## config.mk

```make
export PLATFORM = sky130hd
export DESIGN_NAME = clock_display_ctrl
export DESIGN_NICKNAME = d
export VERILOG_FILES = /design/src/rtl/clock_display_ctrl.sv
export SDC_FILE = /design/constraint.sdc
export NUM_CORES = 1
export LEC_CHECK = 0
export ABC_CLOCK_PERIOD_IN_PS = 11400
export BUFFER_PORTS_ARGS = -buffer_cell sky130_fd_sc_hd__clkbuf_2
export CORE_ASPECT_RATIO = 1.5
export CORE_MARGIN = 2
export CORE_UTILIZATION = 35
export CTS_BUF_LIST = sky130_fd_sc_hd__clkbuf_8 sky130_fd_sc_hd__clkbuf_16
export DETAILED_ROUTE_END_ITERATION = 8
export SYNTH_ARGS = -nofsm -noshare
export SYNTH_HDL_FRONTEND = slang
export SYNTH_SLANG_ARGS = --single-unit
```

## constraint.sdc

```tcl
create_clock -name clk -period 11.4 [get_ports clk]
set_clock_uncertainty 0.05 [all_clocks]
set_input_delay 1.14 -clock clk [delete_from_list [all_inputs] [get_ports clk]]
set_output_delay 1.14 -clock clk [all_outputs]
set_load 0.03 [all_outputs]
```

## src/rtl/clock_display_ctrl.sv

```systemverilog
// rtl/clock_display_ctrl.sv - HH-MM-SS clock with set mode, 12/24h display and 8-digit 7-segment scan
module clock_display_ctrl #(
  parameter int unsigned CLK_HZ      = 50_000_000,
  parameter int unsigned SCAN_DIV    = 50_000,
  parameter bit          SEG_ACT_LOW = 1'b0
) (
  input  logic       clk,
  input  logic       rst,
  input  logic       mode_btn,
  input  logic       inc_btn,
  input  logic       fmt12,
  output logic [7:0] seg,
  output logic [2:0] sel,
  output logic [4:0] hh_o,
  output logic [5:0] mm_o,
  output logic [5:0] ss_o,
  output logic [1:0] mode_o
);

  localparam int unsigned PW = (CLK_HZ > 1) ? $clog2(CLK_HZ) : 1;
  localparam int unsigned SW = (SCAN_DIV > 1) ? $clog2(SCAN_DIV) : 1;
  localparam logic [PW-1:0] PRE_TC   = PW'(CLK_HZ - 1);
  localparam logic [PW-1:0] BLINK_TH = PW'(CLK_HZ / 2);
  localparam logic [SW-1:0] SCAN_TC  = SW'(SCAN_DIV - 1);
  localparam logic [7:0]    SEG_BLANK = SEG_ACT_LOW ? 8'hFF : 8'h00;

  typedef enum logic [1:0] {
    RUN   = 2'b00,
    SET_H = 2'b01,
    SET_M = 2'b10
  } mode_e;

  mode_e         mode_q;
  logic          mode_prev_q, inc_prev_q;
  logic [PW-1:0] pre_q;
  logic [4:0]    hh_q;
  logic [5:0]    mm_q, ss_q;
  logic [SW-1:0] scan_q;
  logic [2:0]    dig_q, sel_q;
  logic [7:0]    seg_q, seg_d;

  logic mode_ev, inc_ev, sec_tick;

  // Mode press wins over a simultaneous increment press.
  assign mode_ev  = mode_btn & ~mode_prev_q;
  assign inc_ev   = inc_btn & ~inc_prev_q & ~mode_ev;
  assign sec_tick = (pre_q == PRE_TC);

  always_ff @(posedge clk) begin
    if (rst) begin
      mode_q      <= RUN;
      mode_prev_q <= 1'b0;
      inc_prev_q  <= 1'b0;
      pre_q       <= '0;
      hh_q        <= '0;
      mm_q        <= '0;
      ss_q        <= '0;
    end else begin
      mode_prev_q <= mode_btn;
      inc_prev_q  <= inc_btn;
      pre_q       <= sec_tick ? '0 : pre_q + 1'b1;
      case (mode_q)
        RUN: begin
          if (sec_tick) begin
            if (ss_q == 6'd59) begin
              ss_q <= '0;
              if (mm_q == 6'd59) begin
                mm_q <= '0;
                hh_q <= (hh_q == 5'd23) ? 5'd0 : hh_q + 5'd1;
              end else begin
                mm_q <= mm_q + 6'd1;
              end
            end else begin
              ss_q <= ss_q + 6'd1;
            end
          end
          if (mode_ev) mode_q <= SET_H;
        end
        SET_H: begin
          if (mode_ev) mode_q <= SET_M;
          else if (inc_ev) hh_q <= (hh_q == 5'd23) ? 5'd0 : hh_q + 5'd1;
        end
        SET_M: begin
          // Leaving set mode restarts the second so the first tick is a full second away.
          if (mode_ev) begin
            mode_q <= RUN;
            ss_q   <= '0;
            pre_q  <= '0;
          end else if (inc_ev) begin
            mm_q <= (mm_q == 6'd59) ? 6'd0 : mm_q + 6'd1;
          end
        end
        default: mode_q <= RUN;
      endcase
    end
  end

  function automatic logic [7:0] seg7(input logic [3:0] v);
    case (v)
      4'd0:    seg7 = 8'h3f;
      4'd1:    seg7 = 8'h06;
      4'd2:    seg7 = 8'h5b;
      4'd3:    seg7 = 8'h4f;
      4'd4:    seg7 = 8'h66;
      4'd5:    seg7 = 8'h6d;
      4'd6:    seg7 = 8'h7d;
      4'd7:    seg7 = 8'h07;
      4'd8:    seg7 = 8'h7f;
      4'd9:    seg7 = 8'h6f;
      default: seg7 = 8'h00;
    endcase
  endfunction

  logic [4:0] h_mod12, hour_disp;
  logic [3:0] nib;
  logic [7:0] pat;
  logic       blink_off;

  always_comb begin
    h_mod12   = (hh_q >= 5'd12) ? hh_q - 5'd12 : hh_q;
    hour_disp = fmt12 ? ((h_mod12 == 5'd0) ? 5'd12 : h_mod12) : hh_q;
    nib       = '0;
    case (dig_q)
      3'd0:    nib = 4'(hour_disp / 5'd10);
      3'd1:    nib = 4'(hour_disp % 5'd10);
      3'd3:    nib = 4'(mm_q / 6'd10);
      3'd4:    nib = 4'(mm_q % 6'd10);
      3'd6:    nib = 4'(ss_q / 6'd10);
      3'd7:    nib = 4'(ss_q % 6'd10);
      default: nib = '0;
    endcase
    pat = ((dig_q == 3'd2) || (dig_q == 3'd5)) ? 8'h40 : seg7(nib);
    if ((dig_q == 3'd7) && fmt12 && (hh_q >= 5'd12)) pat[7] = 1'b1;
    // Field being set is dark during the second half of each second.
    blink_off = (pre_q >= BLINK_TH) &&
                (((mode_q == SET_H) && (dig_q <= 3'd1)) ||
                 ((mode_q == SET_M) && ((dig_q == 3'd3) || (dig_q == 3'd4))));
    if (blink_off) pat = 8'h00;
    seg_d = SEG_ACT_LOW ? ~pat : pat;
  end

  always_ff @(posedge clk) begin
    if (rst) begin
      scan_q <= '0;
      dig_q  <= '0;
      sel_q  <= '0;
      seg_q  <= SEG_BLANK;
    end else begin
      if (scan_q == SCAN_TC) begin
        scan_q <= '0;
        dig_q  <= dig_q + 3'd1;
      end else begin
        scan_q <= scan_q + 1'b1;
      end
      sel_q <= dig_q;
      seg_q <= seg_d;
    end
  end

  assign seg    = seg_q;
  assign sel    = sel_q;
  assign hh_o   = hh_q;
  assign mm_o   = mm_q;
  assign ss_o   = ss_q;
  assign mode_o = mode_q;

endmodule
```

# Yosys cells after proc, flatten, opt, wreduce, memory -nomap -nowiden
# Memory sizes are Yosys's and may differ from the RTL's.
# Cells that the tools add are included.
# word_totals
reg_bits,77
mem_bits_ro,112
inputBits,5
out_inout_bits,30
word_cells,109
n_memories,1
# mem_list
memory,words,width,read_ports,rd_ports_with_merged_regs,wr,line_no,text
(name not given),16,7,1,0,0,99,case (v)
# op_classes
addsub,7
div_mod_pow,6
order_cmp,3
n_eq_ne,24
n_mux,30
n_bitwise,6
n_reduce_logical,20
# op_table
cell,count
26-bit 2-to-1 mux,3
6-bit 2-to-1 mux,8
5-bit 2-to-1 mux,9
26-bit by 1-bit adder with 26-bit output (second input constant),1
26-bit == test (second input constant),1
26-bit by 25-bit >= comparator with 1-bit output (second input constant),1
4-bit case mux with 6 select lines,1
6-bit case mux with 2 select lines,2
2-bit != test (second input constant),10
16-bit by 1-bit adder with 16-bit output (second input constant),1
16-bit == test (second input constant),1
6-bit by 1-bit adder with 6-bit output (second input constant),2
6-bit by 4-bit divider with 6-bit output (second input constant),2
3-bit == test (second input constant),4
6-bit == test (second input constant),2
6-bit by 4-bit remainder unit with 6-bit output (second input constant),2
5-bit case mux with 2 select lines,1
8-bit 2-to-1 mux,1
3-bit by 2-bit == test with 1-bit output (second input constant),2
2-bit 2-to-1 mux,3
2-bit case mux with 3 select lines,1
3-bit AND reduction,2
6-bit AND reduction,1
5-bit by 1-bit adder with 5-bit output (second input constant),1
other kinds (22),34

# Longest topological paths before layout
# Gate-level depths: netlist of the first run.
# An unclocked memory read counts as a cell.
# logic_depth
word_depth,10
depth_mapped,20

# Least setup slack after synthesis of the first run
# OpenSTA, ideal clock, no wires.
# synth_timing
kind,flip-flop to flip-flop
from,reg dig_q[2]
to,reg seg_q[3] (netlist: seg[3])
arrival_time_ps,4715
required_ps,11255
slack_ps,6539
stages_incl_launch_ff,19
path_buffers,3
synth_period_minus_slack_ps,4861
cell_sequence,dfxtp_1 -> buf_2 -> buf_1 -> inv_1 -> ha_1 -> clkbuf_1 -> a21oi_1 -> inv_1 -> o41a_1 -> ha_1 -> a32oi_1 -> nand4_1 -> o31ai_1 -> a21oi_1 -> o21ba_2 -> a221oi_1 -> inv_1 -> ha_1 -> o311ai_1
# synth_via
elab_chain_len,6
word_cells_on_any_way,18
classes_between,1 x order compare; 7 x eq/ne; 1 x mux; 8 x reduce/logical; 1 x memory
# synth_lines
item,line_no,text
start: declaration,39,"logic [2:0] dig_q, sel_q;"
start signal: assignment,151,dig_q <= dig_q + 3'd1;
branches (longest 6 deep; another with memory read 16 x 7 bit),-,
end signal: assignment,156,seg_q <= seg_d;
end: declaration,40,"logic [7:0] seg_q, seg_d;"
# Several ways; the timed one is not identified.
# A chain may end at the register's enable or synchronous reset.

# Worst setup path after layout of the first run
# Same ends and word-level chain as after synthesis.

==> results.py, run 1 <==
metrics = {
    "sta": {
        "rsz0062_at_grt": "no",
        "slew_headroom_pct": 44.18,
        "hold_slack_ps": 408.5,
        "maxSlewViolCount": 0,
        "setup_viol": 0,
        "worst_slew_pin_slew_ps": 837.3,
        "fmax_ghz": 0.1823,
        "fin_tns_setup_ps": 0,
        "period_share_pct": 48.11,
        "hold_viol": 0,
        "min_period_ps": 5485,
    },
    "drt": {
        "drtPass1Iterations": 4,
        "drt_iter0_drc": 157,
        "via_count": 4120,
        "viasPerCell": 5.479,
        "wire_per_inst_um": 14.68,
        "drt-total-wl_mm": 11.04,
        "ant_nets": 0,
        "drcViolationCount": 0,
    },
    "critical_path": {
        "critPathCapture": "seg[3]",
        "crit_arrival_ps": 5680,
        "reg2reg_slack_ps": 5920,
        "r2r_cells": 15,
        "required_ps": 11590,
        "reg2reg_to": "seg[3]",
        "worstPathMaxFanout": 25,
        "cp_cell_sequence": "inv_1 > ha_1 > a21oi_1 > inv_1 > o41a_1 > ha_1 > a32oi_1 > nand4_1 > o31ai_1 > a21oi_1 > o21ba_2 > a221oi_1 > inv_1 > ha_1 > o311ai_1",
        "timing.rr.start": "dig_q[2]",
        "slowest_delay_ps": 820,
        "path_depth": 15,
        "critPathLaunchType": "register",
        "crit_start": "dig_q[2]",
        "path_class": "reg -> reg",
        "crit_family": "compound AO/OA/AOI/OAI gates",
        "cpMaxStageDelayCell": "dfxtp_1",
        "path_buf_inv": 3,
        "endpoint_kind": "register",
    },
    "finish": {
        "stdcell_area_um2": 5161,
        "synthToLayoutAreaGrowth_pct": 11.79,
        "drive_above_1_share_pct": 10.96,
        "diodes": 0,
        "postLayoutCoreUtil_pct": 39.84,
        "nNetsFinal": 619,
    },
    "synth": {
        "synth_mux_area_share_pct": 1.789,
        "synth_top_cell_by_area": "dfxtp_1",
        "yosysMostFrequentCell": "nor2_1",
        "synth_top_family_by_area": "simple AND/OR/NAND/NOR gates",
        "synthTopCellsByArea": "dfxtp_1 33%, ha_1 7.0%, nor2_1 6.8%",
        "mappedNetlistArea_um2": 4617,
        "synthTopCellsByCount": "84 x nor2_1, 77 x dfxtp_1, 44 x nand2_1",
        "synthXorXnorAreaFrac_pct": 8.347,
        "synth_top_area_share_pct": 33.39,
        "synth_cells": 570,
        "ys_types": 67,
        "yosysSeqAreaShare_pct": 33.39,
        "synth_warnings": 0,
        "avgSynthCellArea_um2": 8.100,
        "synth_fp_nets": 601,
        "ys_ff_latch": 77,
        "synth_flop_cell": "dfxtp_1",
        "synth_compound_area_share_pct": 18.27,
        "synth_fa_ha_area_share_pct": 7.263,
        "synth_edf_count": 0,
        "synth_simple_gate_area_share_pct": 26.37,
        "async_flop_share_pct": 0,
    },
    "cts": {
        "cts_buffer_depth": 2,
        "cts.clk_slew.worst_paths_ps": 60,
        "cts.repair.resized": 0,
        "cts_sinks": 77,
        "clockRootBuffer": "clkbuf_16",
        "cts_post_setup_buffers_inserted": 0,
        "cts_hold_buffers": 0,
        "htree_levels": 3,
        "clk_latency_ps": 340,
        "cts_tree": "done",
        "cts-buffers-inserted": 9,
    },
    "global_route": {
        "antenna_found_initial": 0,
        "grt_overflow_total": 0,
        "grt_pass1_vias": 4065,
        "grt_usage_pct": 16.26,
        "grt_pass1_wl_mm": 18.77,
        "grt_max_degree": 27,
    },
    "worst_hold_path": {
        "worstHoldPathType": "reg -> reg",
        "hp-start": "scan_q[0]",
    },
    "power_and_ir_drop": {
        "max-vdd-ir-drop_v": 0.00007875,
        "power_leakage_nw": 2.026,
        "finalPower_mw": 0.6014,
        "p_per_area_nw_per_um2": 116.5,
    },
    "placed_design": {
        "portBuffers": 34,
        "place.gp.congestion": 0.9091,
        "place_area_um2": 4868,
        "post-dp-hpwl_mm": 8.234,
    },
    "run": {
        "cap_violations": 0,
    },
    "floorplan": {
        "start_util_pct": 35.64,
        "fp.dieW_um": 97.78,
        "die_area_um2": 14140,
        "ios": 35,
        "coreArea_um2": 12950,
        "num_rows": 51,
        "die_y_um": 144.7,
    },
    "status": {
        "status": "finished clean",
    },
}
==> worst min-delay path by stage <==
stage                end  slack [ps]  cells after the start
2_1_floorplan   pre_q[0]         380                      1
5_1_grt        scan_q[0]         440                      1
4_1_cts        scan_q[0]         410                      1
3_3_place_gp   scan_q[0]         390                      1
6_report       scan_q[0]         410                      1
3_5_place_dp   scan_q[0]         400                      1
==> per-layer routing <==
layer | part of all wire [%] | vias up | global-route usage (%)
met3 | 3.6 | 19 | 3.987
li1 | - | 2066 | -
met1 | 42 | 1964 | 17.21
met2 | 52 | 71 | 30.02
met4 | 2.5 | 0 | 8.114
met5 | 0 | - | 0
==> power breakdown <==
part	switching [mW]	internal, mW
Clock	0.115	0.168
Sequential	0.00498	0.274
Combinational	0.0250	0.0143
Total	0.145	0.456
==> cell usage in the layout (no fill, tap or decap), drive strengths merged, types with 4 or more instances in the layout <==
cell type and n:
a32oi 10, or4 4, a21oi 31, xnor2 20, a31oi 12, nor3 9
nand2b 7, dfxtp 77, o21ai 19, and3 10, nor3b 4, nand3 30
nor2b 6, nand4b 4, a21o 5, o311ai 4, clkbuf 43, nand2 44
inv 26, or3 7, nor2 84, mux2i 6, and2 5, ha 26
nand4 16, xor2 24, a32o 7
==> per-stage QoR <==
| stage | instances | setup slack (ps) |
|---|---|---|
| 3_5_place_dp | 736 | 5975 |
| 4_1_cts | 752 | 5982 |
| 6_report | 752 | 5915 |
| 5_1_grt | 752 | 5428 |
| 3_3_place_gp | 736 | 6234 |
| 2_1_floorplan | 570 | 6539 |
==> kinds of logic (layout without fill, tap and decap cells) <==
group,after synthesis,count (layout)
simple gates,243,243
compound gates,119,119
flops,77,77
buf+inv,52,75
xor+xnor,44,44
fa+ha+maj,27,27
mux,8,8
==> state kept, by name, summed over array words and instances, names as in the netlist <==
register / count
sel: 3
hh_o: 5
pre_q: 26
inc_prev_q: 1
ss_o: 6
scan_q: 16
mode_o: 2
mm_o: 6
dig_q: 3
seg: 8
mode_prev_q: 1
==> layout make-up <==
| class | instances | area (µm²) |
|---|---|---|
| Clock buffer | 9 | 225.2 |
| Clock inverter | 7 | 67.56 |
| Fill cell | 1346 | 7792 |
| Sequential cell | 77 | 1541 |
| Tap cell | 159 | 198.9 |
| Timing Repair Buffer | 34 | 170.2 |
| Multi-Input combinational cell | 441 | 2864 |
| Inverter | 25 | 93.84 |
(Power assumes the default switching activity.)
==> inputs of run 2 (changes only) <==
--- a/config.mk
+++ b/config.mk
@@ -5,7 +5,8 @@
 export SDC_FILE = /design/constraint.sdc
 export NUM_CORES = 1
 export LEC_CHECK = 0
-export ABC_CLOCK_PERIOD_IN_PS = 11400
+export ABC_AREA = 1
+export ABC_CLOCK_PERIOD_IN_PS = 5450
 export BUFFER_PORTS_ARGS = -buffer_cell sky130_fd_sc_hd__clkbuf_2
 export CORE_ASPECT_RATIO = 1.5
 export CORE_MARGIN = 2
==> constraint.sdc (replaced) <==
create_clock -name clk -period 5.45 [get_ports clk]
set_clock_uncertainty 0.05 [all_clocks]
set_input_delay 0.545 -clock clk [delete_from_list [all_inputs] [get_ports clk]]
set_output_delay 0.545 -clock clk [all_outputs]
set_load 0.03 [all_outputs]
==> run 2 against run 1 <==
Net effect: clock power rose to 2.6 times the previous value; die area rose by 0.42%; combinational power rose to 2.9 times the previous value; hold slack got worse by 32 ps; setup slack got worse by 4400 ps; critical path depth rose by 12; sequential share of layout area fell by 1.1 points; core utilization rose by 1.5 points; non-clock buffer count did not move; sequential power rose by 110%; synthesized cell count rose by 16%; routed wire length fell by 5.4%.
==> results.py, run 2 <==
metrics = {
    "synth": {
        "synth_flop_cell": "dfxtp_1",
        "ys_types": 44,
        "synth_edf_count": 0,
        "synth_warnings": 0,
        "yosysSeqAreaShare_pct": 33.24,
        "synth_fp_nets": 690,
        "mappedNetlistArea_um2": 4637,
        "async_flop_share_pct": 0,
        "ys_ff_latch": 77,
        "synthTopCellsByArea": "dfxtp_1 33%, nand2_1 8.6%, inv_1 8.0%",
        "synthTopCellsByCount": "106 x nand2_1, 99 x inv_1, 97 x nor2_1",
        "yosysMostFrequentCell": "nand2_1",
        "synth_cells": 659,
        "synth_top_cell_by_area": "dfxtp_1",
        "avgSynthCellArea_um2": 7.036,
        "synth_top_area_share_pct": 33.24,
    },
    "cts": {
        "cts.clk_slew.worst_paths_ps": 60,
        "cts-buffers-inserted": 9,
        "cts_hold_buffers": 0,
        "cts.repair.resized": 0,
        "cts_buffer_depth": 2,
        "clockRootBuffer": "clkbuf_16",
        "clk_latency_ps": 340,
        "cts_post_setup_buffers_inserted": 0,
        "cts_sinks": 77,
        "cts_tree": "done",
        "htree_levels": 3,
    },
    "sta": {
        "fmax_ghz": 0.2543,
        "hold_slack_ps": 376.2,
        "worst_slew_pin_slew_ps": 851.0,
        "worst_slack_ps": 1518,
        "slew_headroom_pct": 43.13,
        "rsz0062_at_grt": "no",
        "hold_viol": 0,
        "maxSlewViolCount": 0,
        "period_share_pct": 72.15,
        "setup_viol": 0,
        "min_period_ps": 3932,
        "fin_tns_setup_ps": 0,
    },
    "finish": {
        "diodes": 0,
        "final_common_cell": "nand2_1",
        "layout_common_cells": "106 x nand2_1, 100 x inv_1, 97 x nor2_1",
        "nNetsFinal": 731,
        "synthToLayoutAreaGrowth_pct": 15.46,
        "drive_above_1_share_pct": 15.06,
        "n_fill_cell": 1359,
        "largest_reg_flops": 26,
        "postLayoutCoreUtil_pct": 41.33,
        "largest_register": "pre_q",
    },
    "critical_path": {
        "r2r_cells": 27,
        "worstPathMaxFanout": 8,
        "crit_arrival_ps": 4160,
        "path_buf_inv": 4,
        "endpoint_kind": "register",
        "slowest_delay_ps": 500,
        "reg2reg_to": "seg[3]",
        "cpMaxStageDelayCell": "dfxtp_1",
        "crit_family": "simple AND/OR/NAND/NOR gates",
        "required_ps": 5670,
        "path_class": "reg -> reg",
        "timing.rr.start": "dig_q[2]",
        "cpMostUsedCell": "nand2_1",
        "reg2reg_slack_ps": 1520,
        "critPathLaunchType": "register",
    },
    "worst_hold_path": {
        "hp-start": "mode_btn",
        "worstHoldPathType": "in -> reg",
        "min_delay_path_depth": 3,
        "hold_end": "mode_prev_q",
    },
    "floorplan": {
        "start_util_pct": 35.80,
        "num_rows": 51,
        "fp.dieW_um": 97.98,
        "coreArea_um2": 12950,
        "die_area_um2": 14200,
        "ios": 35,
        "die_y_um": 145.0,
    },
    "global_route": {
        "grt_usage_pct": 15.35,
        "antenna_found_initial": 0,
        "grt_pass1_vias": 4049,
        "grt_max_degree": 27,
        "grt_overflow_total": 0,
        "grt_pass1_wl_mm": 18.04,
    },
    "drt": {
        "ant_nets": 0,
        "drt-total-wl_mm": 10.45,
        "viasPerCell": 4.902,
        "drcViolationCount": 0,
        "via_count": 4230,
        "drt_iter0_drc": 140,
        "drtPass1Iterations": 4,
        "wire_per_inst_um": 12.11,
    },
    "placed_design": {
        "place.gp.congestion": 0.9215,
        "portBuffers": 34,
        "post-dp-hpwl_mm": 8.244,
        "place_ws_ps": 1570,
    },
    "status": {
        "status": "finished clean",
    },
    "power_and_ir_drop": {
        "max-vdd-ir-drop_v": 0.0001448,
        "p_per_area_nw_per_um2": 267.5,
        "power_leakage_nw": 2.247,
    },
    "run": {
        "cap_violations": 0,
    },
}
## run 2: cell types whose count changed after synthesis, sizes merged, moves of 10 or more
cell / delta
a32oi: -10
clkbuf: -15
inv: +85
nand2: +81
nor2: +19
nor3: +28
xnor2: -17
## run 2: report_power, final
group | total (mW) | switching, mW | internal (mW)
Combinational | 0.115 | 0.0781 | 0.0370
Sequential | 0.581 | 0.00696 | 0.574
Clock | 0.736 | 0.234 | 0.502
## run 2: tightest hold or removal path: stages
cell and delay, ps:
clkbuf_2 80, inv_1 40, nor2_1 70
## run 2: kinds of logic (layout without fill, tap and decap cells)
kind of cell,Yosys count,after routing,synth area share (%)
xor+xnor,18,18,3.400
simple gates,334,334,34.62
flops,77,77,33.24
buf+inv,115,160,9.417
fa+ha+maj,26,26,7.016
compound gates,89,89,12.30
## run 2: worst max-delay path by stage
| stage | startpoint | end | slack [ps] | cells after the start |
|---|---|---|---|---|
| after CTS | hh_o[2] | seg[3] | 1520 | 29 |
| after floorplan | hh_o[2] | seg[3] | 1800 | 29 |
| after detailed placement | hh_o[2] | seg[3] | 1570 | 29 |
| final | dig_q[2] | seg[3] | 1520 | 27 |
| after global placement | dig_q[2] | seg[3] | 1720 | 27 |
| after global routing | hh_o[2] | seg[3] | 1040 | 29 |
## run 2: final cells by class
class	instances	area, µm²	share of cell area (%)
flip-flops and latches	77	1541	28.79
inverters	111	421.7	7.876
multi-input cells	467	2659	49.66
repair buffers	34	170.2	3.178
clock buffers	10	239.0	4.464
well taps	159	198.9	3.716
clock inverters	5	123.9	2.314
## run 2: per-layer routing
layer | share of wire, % | track usage, % | vias up
met5 | 0 | 0 | -
li1 | - | - | 2221
met1 | 42 | 17.14 | 1919
met4 | 1.9 | 5.625 | 0
met2 | 53 | 28.22 | 75
met3 | 3.7 | 3.131 | 15
## run 2: metrics by stage
stage                     power (mW)  instance area (µm²)  instances
after global routing           1.488                 5354        863
final                          1.432                 5354        863
after global placement        0.7063                 4991        848
after CTS                      1.452                 5354        863
after detailed placement      0.7095                 4991        848
after floorplan               0.6830                 4637        659
==> inputs of run 3 (changes only) <==
--- a/config.mk
+++ b/config.mk
@@ -5,8 +5,8 @@
 export SDC_FILE = /design/constraint.sdc
 export NUM_CORES = 1
 export LEC_CHECK = 0
-export ABC_AREA = 1
-export ABC_CLOCK_PERIOD_IN_PS = 5450
+export ABC_AREA = 0
+export ABC_CLOCK_PERIOD_IN_PS = 3600
 export BUFFER_PORTS_ARGS = -buffer_cell sky130_fd_sc_hd__clkbuf_2
 export CORE_ASPECT_RATIO = 1.5
 export CORE_MARGIN = 2
==> constraint.sdc (replaced) <==
create_clock -name clk -period 3.6 [get_ports clk]
set_clock_uncertainty 0.05 [all_clocks]
set_input_delay 0.36 -clock clk [delete_from_list [all_inputs] [get_ports clk]]
set_output_delay 0.36 -clock clk [all_outputs]
set_load 0.03 [all_outputs]
==> run 3 against run 2 <==
Net effect: the flow now finishes with violations (negative setup slack); setup slack got worse by 1700 ps; via count increased by 7.0%; die area decreased by 0.42%; flip-flop and latch count did not move; core utilization increased by 7.2 points.
==> results.py, run 3 (synthesis gave the netlist of run 1 again) <==
metrics = {
    "placed_design": {
        "post-dp-hpwl_mm": 8.972,
        "dp_cells": 800,
        "place_area_um2": 5428,
        "place.gp.congestion": 0.8888,
        "portBuffers": 34,
    },
    "finish": {
        "postLayoutCoreUtil_pct": 48.53,
        "drive_above_1_share_pct": 31.82,
        "stdcell_area_um2": 6286,
        "final_common_cell": "buf_4",
        "nNetsFinal": 712,
        "final_cells": 844,
        "layout_common_cells": "84 x buf_4, 80 x nor2_1, 70 x dfxtp_1",
        "diodes": 0,
        "n_fill_cell": 1237,
        "synthToLayoutAreaGrowth_pct": 36.15,
        "largest_reg_flops": 26,
        "largest_register": "pre_q",
    },
    "critical_path": {
        "critPathLaunchType": "register",
        "crit_arrival_ps": 3970,
        "path_class": "reg -> reg",
        "required_ps": 3830,
        "endpoint_kind": "register",
        "worstPathMaxFanout": 5,
    },
    "drt": {
        "ant_nets": 0,
        "wire_per_inst_um": 14.76,
        "drt_iter0_drc": 169,
        "drt-total-wl_mm": 12.46,
        "via_count": 4526,
        "drtPass1Iterations": 4,
        "viasPerCell": 5.363,
        "drcViolationCount": 0,
    },
    "cts": {
        "cts_tree": "done",
        "htree_levels": 3,
        "cts.clk_slew.worst_paths_ps": 60,
        "cts_buffer_depth": 2,
        "cts_hold_buffers": 0,
        "clk_latency_ps": 340,
        "cts_sinks": 77,
        "clockRootBuffer": "clkbuf_16",
        "cts-buffers-inserted": 9,
    },
    "global_route": {
        "antenna_found_initial": 0,
        "grt_max_degree": 27,
        "grt_pass1_vias": 4567,
        "grt_usage_pct": 17.29,
        "grt_pass1_wl_mm": 20.13,
        "grt_overflow_total": 0,
    },
    "run": {
        "cap_violations": 0,
    },
    "sta": {
        "maxSlewViolCount": 0,
        "slew_headroom_pct": 46.08,
        "worst_slew_pin_slew_ps": 806.9,
        "worst_slack_ps": -138.1,
        "setup_viol": 7,
        "fmax_ghz": 0.2675,
        "period_share_pct": 103.8,
        "min_period_ps": 3738,
        "fin_tns_setup_ps": -553.9,
        "hold_slack_ps": 199.0,
        "hold_viol": 0,
        "rsz0062_at_grt": "yes",
    },
    "worst_hold_path": {
        "worstHoldPathType": "in -> reg",
    },
    "floorplan": {
        "fp.dieW_um": 97.78,
        "start_util_pct": 35.64,
        "die_y_um": 144.7,
        "die_area_um2": 14140,
        "ios": 35,
        "num_rows": 51,
        "coreArea_um2": 12950,
    },
    "power_and_ir_drop": {
        "max-vdd-ir-drop_v": 0.0002131,
        "power_leakage_nw": 2.577,
        "p_per_area_nw_per_um2": 292.9,
    },
    "status": {
        "violations": "negative setup slack",
        "status": "finished with violations",
    },
}
## run 3: path summary, 6_finish.rpt
| path | start | end | slack [ps] | depth (start not counted) |
|---|---|---|---|---|
| setup / recovery | hh_o[1] | seg[2] | -140 | 20 |
| hold / removal | mode_btn | mode_prev_q | 200 | 2 |
| setup reg to reg | hh_o[1] | seg[2] | -140 | 20 |
| hold reg to reg | pre_q[0] | pre_q[0] | 420 | 1 |
## run 3: per-stage QoR
| stage | total power, mW | worst slack [ps] |
|---|---|---|
| 2_1_floorplan | 0.9949 | -132.1 |
| 3_3_place_gp | 1.034 | -83.10 |
| 3_5_place_dp | 1.038 | -179.9 |
| 4_1_cts | 1.844 | -149.8 |
| 5_1_grt | 1.915 | -295.2 |
| 6_report | 1.841 | -138.1 |
## run 3: worst max-delay path, stage by stage (launching register included)
cell	delay, ps
dfxtp_4	360
inv_4	40
ha_4	170
a21o_1	230
nor3b_4	170
o41a_1	450
inv_2	90
ha_4	210
nor2_4	110
a31oi_4	50
a21oi_2	140
nor2_1	70
a31oi_2	190
ha_2	220
a31oi_1	40
nor3_1	220
o31a_1	230
buf_6	140
nand4_1	220
buf_4	240
nand2_2	40
## run 3: cell type report
type,instances,area (µm²),share of cell area [%]
flip-flops and latches,77,1568,24.94
multi-input cells,441,3257,51.81
repair buffers,127,902.1,14.35
clock inverters,6,33.78,0.5374
well taps,159,198.9,3.165
inverters,25,101.3,1.612
clock buffers,9,225.2,3.583
## run 3: where the power goes
group          leakage (nW)  internal [mW]  total [mW]  switching [mW]
combinational          1.81         0.0671       0.161          0.0942
sequential            0.630          0.862       0.878          0.0155
clock                 0.134          0.456       0.802           0.346
## run 3: repair_timing
item | 4_1_cts | 5_1_grt
resized for setup | 23 | 64
setup endpoints to repair | 7 | 7
pin swaps | 15 | 37
cloned | 0 | 0
setup buffers | 16 | 14
## run 3: per-layer routing
layer  vias up  part of all wire, %  GRT usage [%]
met3        21                  3.4          3.170
met2        70                   56          34.74
met4         0                  2.5          8.991
met5         -                    0              0
met1      2174                   38          16.51
li1       2261                    -              -
